==> src/rtl/quad_decoder.sv <==
// quad_decoder: x4 quadrature decoder with registered up/down count.
//
// Phase inputs a_in/b_in are asynchronous and pass through SYNC_STAGES-deep
// synchronizers. Each legal Gray-code step of {A,B} increments (A leads B)
// or decrements the count. A step that changes both phases at once sets a
// sticky error flag.
//
// Ports:
//   clk      - system clock, rising edge
//   rst      - synchronous active-high reset, highest priority
//   en       - decode enable (synchronizers and prev keep tracking when low)
//   a_in     - phase A, asynchronous
//   b_in     - phase B, asynchronous
//   clr      - synchronous count clear, wins over a simultaneous count
//   err_clr  - clears err, loses to a simultaneous illegal transition
//   q        - current count, WIDTH bits
//   dir      - direction of last valid count, 1 = up
//   step     - one-cycle strobe in the cycle q changes due to a count
//   err      - sticky illegal-transition flag
//
// Optional build macro QDEC_SATURATE_EN: q saturates at 0 and 2^WIDTH-1
// instead of wrapping. A blocked count still updates dir but gives no step.

module quad_decoder #(
    parameter int WIDTH       = 8,
    parameter int SYNC_STAGES = 2
) (
    input  logic             clk,
    input  logic             rst,
    input  logic             en,
    input  logic             a_in,
    input  logic             b_in,
    input  logic             clr,
    input  logic             err_clr,
    output logic [WIDTH-1:0] q,
    output logic             dir,
    output logic             step,
    output logic             err
);

    localparam int CW = $clog2(SYNC_STAGES + 1);

    typedef enum logic {
        ST_PRIME,
        ST_RUN
    } state_t;

    state_t                 r_state;
    state_t                 w_state_next;
    logic [CW-1:0]          r_prime_cnt;
    logic [CW-1:0]          w_prime_cnt_next;
    logic [SYNC_STAGES-1:0] r_sync_a;
    logic [SYNC_STAGES-1:0] r_sync_b;
    logic [1:0]             r_prev;
    logic [WIDTH-1:0]       r_q;
    logic                   r_dir;
    logic                   r_step;
    logic                   r_err;

    logic [1:0]             w_s;
    logic                   w_up;
    logic                   w_down;
    logic                   w_illegal;
    logic                   w_decode;
    logic                   w_count;
    logic                   w_err_set;
    logic                   w_blocked;
    logic [WIDTH-1:0]       w_q_step;

    assign w_s = {r_sync_a[SYNC_STAGES-1], r_sync_b[SYNC_STAGES-1]};

    // Priming spans SYNC_STAGES+1 cycles so prev is loaded from pin values
    // that have actually crossed the (reset-cleared) synchronizer; otherwise
    // pins idling at 11 through reset would decode as an illegal 00->11.
    always_comb begin
        w_state_next     = r_state;
        w_prime_cnt_next = r_prime_cnt;
        unique case (r_state)
            ST_PRIME: begin
                if (r_prime_cnt == CW'(SYNC_STAGES)) begin
                    w_state_next = ST_RUN;
                end else begin
                    w_prime_cnt_next = r_prime_cnt + CW'(1);
                end
            end
            ST_RUN: begin
                w_state_next = ST_RUN;
            end
            default: begin
                w_state_next = ST_PRIME;
            end
        endcase
    end

    always_comb begin
        w_up      = 1'b0;
        w_down    = 1'b0;
        w_illegal = 1'b0;
        unique case ({r_prev, w_s})
            4'b00_10, 4'b10_11, 4'b11_01, 4'b01_00: w_up      = 1'b1;
            4'b00_01, 4'b01_11, 4'b11_10, 4'b10_00: w_down    = 1'b1;
            4'b00_11, 4'b11_00, 4'b01_10, 4'b10_01: w_illegal = 1'b1;
            default: ;
        endcase

        w_decode  = (r_state == ST_RUN) && en;
        w_count   = w_decode && (w_up || w_down);
        w_err_set = w_decode && w_illegal;
        w_q_step  = w_up ? (r_q + WIDTH'(1)) : (r_q - WIDTH'(1));
`ifdef QDEC_SATURATE_EN
        w_blocked = (w_up && (&r_q)) || (w_down && (~|r_q));
`else
        w_blocked = 1'b0;
`endif
    end

    always_ff @(posedge clk) begin
        if (rst) begin
            r_state     <= ST_PRIME;
            r_prime_cnt <= '0;
            r_sync_a    <= '0;
            r_sync_b    <= '0;
            r_prev      <= '0;
            r_q         <= '0;
            r_dir       <= 1'b0;
            r_step      <= 1'b0;
            r_err       <= 1'b0;
        end else begin
            r_state     <= w_state_next;
            r_prime_cnt <= w_prime_cnt_next;
            r_sync_a    <= {r_sync_a[SYNC_STAGES-2:0], a_in};
            r_sync_b    <= {r_sync_b[SYNC_STAGES-2:0], b_in};
            r_prev      <= w_s;
            r_step      <= 1'b0;

            if (clr) begin
                r_q <= '0;
            end else if (w_count) begin
                r_dir <= w_up;
                if (!w_blocked) begin
                    r_q    <= w_q_step;
                    r_step <= 1'b1;
                end
            end

            if (w_err_set) begin
                r_err <= 1'b1;
            end else if (err_clr) begin
                r_err <= 1'b0;
            end
        end
    end

    assign q    = r_q;
    assign dir  = r_dir;
    assign step = r_step;
    assign err  = r_err;

endmodule

==> config.mk <==
export PLATFORM = sky130hd
export DESIGN_NAME = quad_decoder
export DESIGN_NICKNAME = d
export VERILOG_FILES = /design/src/rtl/quad_decoder.sv
export SDC_FILE = /design/constraint.sdc
export NUM_CORES = 1
export LEC_CHECK = 0
export ABC_AREA = 1
export BUFFER_PORTS_ARGS = -buffer_cell sky130_fd_sc_hd__buf_2
export CORE_ASPECT_RATIO = 1.4
export CORE_MARGIN = 2
export CORE_UTILIZATION = 35
export CTS_BUF_LIST = sky130_fd_sc_hd__clkbuf_16
export CTS_CLUSTER_SIZE = 14
export DETAILED_ROUTE_END_ITERATION = 7
export GPL_TIMING_DRIVEN = 0
export PLACE_DENSITY_LB_ADDON = 0.1
export SLEW_MARGIN = 20
export SYNTH_ARGS = -nofsm -noshare
export SYNTH_HDL_FRONTEND = slang
export SYNTH_SLANG_ARGS = --single-unit
==> constraint.sdc <==
create_clock -name clk -period 1.8 [get_ports clk]
set_input_delay 0.18 -clock clk [delete_from_list [all_inputs] [get_ports clk]]
set_output_delay 0.18 -clock clk [all_outputs]
set_load 0.1 [all_outputs]
**Yosys cells after proc, flatten, opt, wreduce, memory -nomap -nowiden**

Index checks and enable logic that the tools add are counted.

- Add/subtract/negate cells: 3
- Shift-type cells: 0
- Multiply operators: 0
- Divide/modulo/power cells: 0
- Reduce and logical (&&, ||, !) cells: 11
- Bitwise operators: 3
- Eq/ne operators: 13
- Order comparisons: 0
- Muxes and demuxes: 9

Operator list:

| cell | count |
|---|---|
| 4-bit == test, second input constant | 6 |
| 4-bit by 3-bit == test with 1-bit output, second input constant | 3 |
| 4-bit OR reduction | 3 |
| 8-bit by 1-bit adder with 8-bit output, second input constant | 1 |
| 4-bit by 2-bit == test with 1-bit output, second input constant | 2 |
| 8-bit 2-to-1 mux | 1 |
| 8-bit by 1-bit subtractor with 8-bit output, second input constant | 1 |
| 1-bit 2-to-1 mux | 7 |
| 4-bit by 1-bit == test with 1-bit output, second input constant | 1 |
| 2-bit AND reduction | 2 |
| 1-bit logical AND | 3 |
| 1-bit inverter | 3 |
| 2-bit by 1-bit adder with 2-bit output, second input constant | 1 |
| 2-bit == test, second input constant | 1 |
| 1-bit case mux with 2 select lines | 1 |
| 2-bit nonzero test | 1 |
| 2-bit OR reduction | 1 |
| 1-bit logical OR | 1 |

- Output and inout port bits: 11
- Memory bits (read-only): 0
- Memory bits (writable): 0
- Logic and storage cells: 48
- Bits in latches: 0
- Flip-flop bits (word level): 20
- Memories kept: 0

**Longest topological paths before layout**

Gate-level depths: netlist of the first run.

- Word-level depth: 6
- Gate-level depth with buffers: 15
- Depth with buffers taken out: 15

**Least setup slack after synthesis of the first run**

OpenSTA, ideal clock, no wires.

- Path kind: reg2reg
- From: register r_q[2], in the netlist q[2]
- To: register r_q[5], in the netlist q[5]
- Cell stages (with the launch flop): 8
- Period minus slack after synthesis: 2186 ps
- Arrival time: 2068 ps
- Setup slack: -386 ps
- Cells stage by stage: dfxtp_1 > ha_1 > or2_2 > nand2_1 > o21bai_1 > xor2_1 > nor2_1 > nor2_1

- Word-level cells in the longest chain between the ends: 2

Ends and longest elaborated chain:

| element | RTL line | RTL |
|---|---|---|
| from (decl) | 55 | `logic [WIDTH-1:0] r_q;` |
| from (signal assigned) | 141 | `r_q <= w_q_step;` |
| 8-bit by 1-bit subtractor with 8-bit output or 8-bit by 1-bit adder with 8-bit output (tied branches) | 109 | `w_q_step = w_up ? (r_q + WIDTH'(1)) : (r_q - WIDTH'(1));` |
| 8-bit 2-to-1 mux (*) | 109 |  |

Mark *: on every way between the ends. The rest lies on a longest branch, timed or not.
A chain may end at the register's enable or synchronous reset.

**Worst setup path in the final report of the first run**

- From: register r_sync_b[1]
- To: register r_q[7], in the netlist q[7]

- Word-level cells in the longest chain between the ends: 5

Ends and longest elaborated chain:

| element | RTL line | RTL |
|---|---|---|
| from (decl) | 53 | `logic [SYNC_STAGES-1:0] r_sync_b;` |
| from (signal assigned) | 132 | `r_sync_b <= {r_sync_b[SYNC_STAGES-2:0], b_in};` |
| 4-bit by 2-bit == test with 1-bit output (tied with other cells) | 99 | `unique case ({r_prev, w_s})` |
| 4-bit OR reduction | 99 |  |
| 1-bit 2-to-1 mux | 99 |  |
| 1-bit logical OR | 107 | `w_count = w_decode && (w_up \|\| w_down);` |
| 1-bit logical AND | 107 |  |

Parallel ways exist; a longest one is shown, timed or not.

==> results.cfg, run 1 <==
[worst_setup_path]
required_ns = 1.98
reg2reg_to = q[7]
slack_of_the_worst_reg_to_reg_path_ns = -0.09
worst_setup_path_end_kind = register
critPathKind = register to register
cp_data_arrival_time_ns = 2.08
largest_driver_fanout_on_the_critical_path = 8
crit_path_start_kind = register
r2r_start = r_sync_b[1]
r2r.worst_path.cells = 14

[outcome]
run_status = complete, but fails checks
failed_checks = setup timing

[placed_design]
preCtsSetupSlack_ns = -0.239
placed_area_um2 = 1270
post-place-cells = 195
port_buffers = 17
post-dp-hpwl_mm = 1.70
place.gp.congestion = 0.758

[cells_and_area]
drive_gt1_share_pct = 41.1
area_growth_syn_to_layout_pct = 37.6
finish.utilization_pct = 50.3
fin_nets = 184
antenna_cells = 0
post_layout_nonfiller_instances = 205
most_frequent_standard_cell_in_the_layout_excluding_fill_and_tap_cells = nand2_1
final_cell_mix = 24 x nand2_1, 22 x nor2_1, 17 x buf_2
finalInstanceArea_um2 = 1450

[detailed_routing]
met2_wirelength_mm = 1.35
wl_per_cell_um = 11.3
route.layer.met1.wl_um = 861
antenna_left = 0
detail_route.drc_violations = 0
drt_first_pass_iters = 3
dr.first_iter.drc_count = 19
routed_wirelength_mm = 2.32
drt-vias-per-instance = 4.68
num_vias = 960
met3RoutedLength_um = 68
routed.top_layer = met4

[global_route]
global_route_wire_length_before_repair_mm = 3.80
grt_pass1_vias = 942
largest_net_degree_at_the_start_of_global_routing = 12
initial_antenna_violation_count = 0
grt_overflow = 0
globalRouteTotalUtil_pct = 14.6

[die]
fp.dieW_um = 50.3
initial_utilization_pct = 36.5
design.die.area_um2 = 3460
rows = 23
io_pins = 18
dieHeight_um = 68.8
coreArea_um2 = 2880

[synthesis]
synthDominantCellAreaShare_pct = 38.1
post_synth.cell_area_avg_um2 = 7.45
synth_area_leaders = dfxtp_1 38%, nand2_1 11%, ha_1 8.3%
synth_sequential_area_ratio_pct = 38.1
total_nets_after_synthesis = 156
yosysUniqueCellTypes = 22
syn_warnings = 0
top_cell_type_by_total_area_after_synthesis = dfxtp_1
ys_ff_latch = 20
synth_area_um2 = 1050
postSynthCellCount = 141

[timing]
worst-slew-pin-transition_ns = 0.653
finalSetupViolations = 3
rsz0062_at_grt = yes
timing.max_slew.rel_slack_pct = 56.3
timing_hold_violations_final = 0
finalWorstPathRequiredPeriod_ns = 1.89
clock.fmax_mhz = 529
final-max-slew-violation-count = 0
final.setup_skew_ns = 0.00244
timing.final.ws_setup_ns = -0.0902
final_min_period_over_clock_period_pct = 105

[clock_tree]
clk_latency_ns = 0.25
clkSlewWorstSetupHoldPaths_ns = 0.05
htree_levels = 1
tritoncts.num_buffers = 3
cts_hold_repair.buffers = 0
cts_tree = done
clk_root_buffer_cell = clkbuf_16
max-clock-path-buffers = 2
clkSinkCount = 20

[run]
maxCapViolCount = 0

[power]
worst_ir_drop_vdd_mv = 0.537
power.density_cell_area_nw_per_um2 = 824
cellLeakagePower_uw = 0.000659

[min_path]
min_path_type = input port to register
holdPathEnd = r_sync_a[0]
worstHoldPathCells = 3
timing.hold.worst.start = a_in
-- power breakdown --
| part | total, uW | switching, uW | internal [uW] |
|---|---|---|---|
| logic | 244 | 148 | 95.3 |
| clock network | 448 | 153 | 295 |
| registers | 501 | 22.8 | 478 |
-- metrics by stage --
step	power, uW	hold WS [ns]	TNS [ns]
global route	1260	0.140	-0.589
finish	1190	0.146	-0.178
detailed placement	734	0.390	-0.879
CTS	1210	0.143	-0.171
floorplan	686	0.287	-0.0120
global placement	721	0.382	-0.546
-- Yosys cell counts --
library cell,count
a211oi_1,1
a21oi_1,8
a21oi_2,4
buf_6,1
clkbuf_1,1
dfxtp_1,20
fa_1,1
ha_1,7
inv_1,20
nand2_1,31
nand3_1,7
nand3_2,1
nor2_1,22
nor2_2,1
o21a_1,1
o21ai_0,2
o21ai_1,2
o21ai_2,2
o21bai_1,1
or2_2,1
xnor2_1,2
xor2_1,5
-- final cells by class --
cell class | instances | area [um2]
well taps | 37 | 46.3
flip-flops and latches | 20 | 417
multi-input cells | 99 | 679
clock buffers | 3 | 75.1
repair buffers | 23 | 130
clock inverters | 1 | 3.75
plain buffers | 2 | 15.0
fillers | 304 | 1430
inverters | 20 | 80.1
-- worst max path at each step --
stage	start	to	slack, ns	depth (start not counted)
floorplan	r_sync_b[1]	q[5]	-0.01	12
global placement	r_sync_b[1]	q[5]	-0.19	12
detailed placement	r_sync_b[1]	q[7]	-0.24	14
CTS	r_sync_b[1]	q[7]	-0.06	14
global route	r_prev[1]	q[7]	-0.22	15
finish	r_sync_b[1]	q[7]	-0.09	14
-- flip-flops by register name, summed over array words and instances, names as in the netlist --
signal	flops
r_state	1
r_sync_a	2
err	1
q	8
dir	1
r_prime_cnt	2
r_prev	2
step	1
r_sync_b	2
-- per-layer routing --
metal / up-vias / track usage, %
li1: 499 / -
met1: 446 / 13.6
met2: 11 / 30.3
met3: 4 / 2.16
met4: 0 / 7.09
met5: - / 0
-- cells by family after synthesis --
family / synth area share (%)
xor+xnor: 5.83
compound gates: 12.9
flops: 38.1
buf+inv: 8.57
simple gates: 24.4
fa+ha+maj: 10.2
-- critical path, cell delays in order, from the launching register on --
cell and delay, ns:
dfxtp_4 0.36, inv_2 0.05, nand2_2 0.06, nand2_2 0.07, a21oi_4 0.19, inv_6 0.10
ha_4 0.23, or2_4 0.24, nand3_2 0.09, nand2_1 0.06, nand2_1 0.07, nand3_2 0.09
nand2_1 0.07, nand2_1 0.04, nor2_1 0.10
-- repair_timing --
item                                    in CTS  in global routing
pin swaps                                   11                  0
endpoints found under the setup margin       6                  5
resized for setup                           15                  2
setup buffers                                6                  0
Power figures use the tool's default switching activity.
==> run 2, diff against run 1 <==
--- a/config.mk
+++ b/config.mk
@@ -15,6 +15,7 @@
 export DETAILED_ROUTE_END_ITERATION = 7
 export GPL_TIMING_DRIVEN = 0
 export PLACE_DENSITY_LB_ADDON = 0.1
+export SKIP_CTS_REPAIR_TIMING = 1
 export SLEW_MARGIN = 20
 export SYNTH_ARGS = -nofsm -noshare
 export SYNTH_HDL_FRONTEND = slang
==> run 2 against run 1 <==
Against the previous run: the run still ends with setup timing left; die area is the same; combinational power grew 2%; clock power is essentially flat; design area grew 2.0%; count of clock-buffer cells in the layout is the same; core utilization grew 1.0 points; sequential share of layout area shrank 0.39 points; critical path depth shrank 2; wire length shrank 1.2%; via count shrank 0.42%; sequential power is essentially flat; flip-flop and latch count is the same; critical endpoint is now q[5]; largest cell class unchanged; largest power group unchanged; highest routed layer unchanged.
==> results.cfg, run 2 (synthesis results as in run 1) <==
[die]
io_pins = 18
coreArea_um2 = 2880
initial_utilization_pct = 36.5
rows = 23
fp.dieW_um = 50.3
design.die.area_um2 = 3460
dieHeight_um = 68.8

[detailed_routing]
antenna_left = 0
routed_wirelength_mm = 2.29
drt_first_pass_iters = 3
dr.first_iter.drc_count = 13
num_vias = 956
drt-vias-per-instance = 4.62
detail_route.drc_violations = 0
wl_per_cell_um = 11.1

[power]
worst_ir_drop_vdd_mv = 0.468
cellLeakagePower_uw = 0.000665
pwr-share-clk_pct = 37.5
power.share.sequential_pct = 41.7
share_comb_of_total_power_pct = 20.8
psw_uw = 327
intPower_uw = 872
switching_share_pct = 27.3
power.density_cell_area_nw_per_um2 = 813

[worst_setup_path]
crit_path_start_kind = register
number_of_stages_on_the_worst_setup_path = 12
worst_path_dominant_cell_family = simple AND/OR/NAND/NOR gates
largest_driver_fanout_on_the_critical_path = 8
reg2reg_to = q[5]
required_ns = 1.94
critPathKind = register to register
cp_data_arrival_time_ns = 2.12
worst_setup_path_end_kind = register
r2r.worst_path.cells = 12
r2r_start = r_sync_b[1]
slack_of_the_worst_reg_to_reg_path_ns = -0.18
critical_path.n_buffers_inverters = 2
cp_cell_sequence = inv_4 -> nand2_2 -> nand2_2 -> a21oi_4 -> clkinv_4 -> ha_4 -> or2_4 -> nand2_4 -> o21bai_1 -> xor2_1 -> nor2_1 -> nor2_1
critical_path_s_largest_stage_delay_ns = 0.38
critPathSlowestCell = dfxtp_4

[clock_tree]
htree_levels = 1
max-clock-path-buffers = 2
clk_latency_ns = 0.25
cts_tree = done
clk_root_buffer_cell = clkbuf_16
tritoncts.num_buffers = 3
clkSlewWorstSetupHoldPaths_ns = 0.05
clkSinkCount = 20

[global_route]
grt_pass1_vias = 913
globalRouteTotalUtil_pct = 13.8
largest_net_degree_at_the_start_of_global_routing = 12
global_route_wire_length_before_repair_mm = 3.60
initial_antenna_violation_count = 0
grt_overflow = 0

[timing]
finalSetupViolations = 5
rsz0062_at_grt = yes
clock.fmax_mhz = 505
final_min_period_over_clock_period_pct = 110
final.setup.tns_ns = -0.646
worst-slew-pin-transition_ns = 0.662
final.setup_skew_ns = 0.00332
timing.final.ws_setup_ns = -0.179
final-max-slew-violation-count = 0
timing.max_slew.rel_slack_pct = 55.7
finalWorstPathRequiredPeriod_ns = 1.98
timing_hold_violations_final = 0

[min_path]
holdPathEnd = r_sync_a[0]
worstHoldPathCells = 3
timing.hold.worst.start = a_in
min_path_type = input port to register

[placed_design]
place.gp.congestion = 0.758
port_buffers = 17
post-dp-hpwl_mm = 1.70

[cells_and_area]
area_growth_syn_to_layout_pct = 40.4
final.fill_count = 297
layout.area.seq_um2 = 419
antenna_cells = 0
multiInputGateArea_um2 = 684
fin_nets = 186
finish.utilization_pct = 51.3
largest_reg_flops = 8
drive_gt1_share_pct = 41.2
most_frequent_standard_cell_in_the_layout_excluding_fill_and_tap_cells = nand2_1
final_cell_mix = 23 x nand2_1, 22 x nor2_1, 17 x buf_2

[run]
maxCapViolCount = 0

[outcome]
failed_checks = setup timing
run_status = complete, but fails checks
run 2: how the worst max path moves through the flow:
stage | to | slack, ns | from
finish | q[5] | -0.18 | r_sync_b[1]
global route | q[7] | -0.28 | r_sync_b[1]
CTS | q[7] | -0.25 | r_sync_b[1]
detailed placement | q[7] | -0.24 | r_sync_b[1]
global placement | q[5] | -0.19 | r_sync_b[1]
floorplan | q[5] | -0.01 | r_sync_b[1]
run 2: layout make-up:
cell class	instances	area share, %
Clock buffer	3	5.09
Buffer	2	1.02
Inverter	20	5.60
Clock inverter	1	0.254
Sequential cell	20	28.4
Tap cell	37	3.14
Multi-Input combinational cell	99	46.4
Timing Repair Buffer	25	10.1
run 2: power by group through the flow:
stage / Clock (uW) / Combinational, uW / Sequential (uW)
finish: 450 / 249 / 500
global placement: 0 / 212 / 509
CTS: 463 / 224 / 502
floorplan: 0 / 151 / 536
global route: 482 / 277 / 505
detailed placement: 0 / 222 / 512
run 2: worst register-to-register path, delay by kind of cell (launching register included):
kind            cells  cell delay (ns)
compound gates      2             0.26
xor+xnor            1             0.16
buf+inv             2             0.22
flops               1             0.38
fa+ha+maj           1             0.26
simple gates        6             0.60
run 2: per-layer routing:
metal	GRT usage (%)	share of wire, %	routed length (um)	vias up
met4	7.09	2.0	45	0
li1	-	-	-	503
met3	1.51	2.5	57	4
met2	29.3	57	1310	11
met1	12.5	38	880	438
met5	0	0	0	-
run 2: through the flow:
step           setup slack (ns)  instance area (um2)  power, uW  std cells  hold WS [ns]
2_1_floorplan           -0.0120                 1140        686        141         0.287
3_3_place_gp             -0.190                 1270        721        195         0.382
3_5_place_dp             -0.239                 1270        734        195         0.390
4_1_cts                  -0.253                 1350       1190        199         0.143
5_1_grt                  -0.283                 1480       1260        207         0.144
6_report                 -0.179                 1480       1200        207         0.147
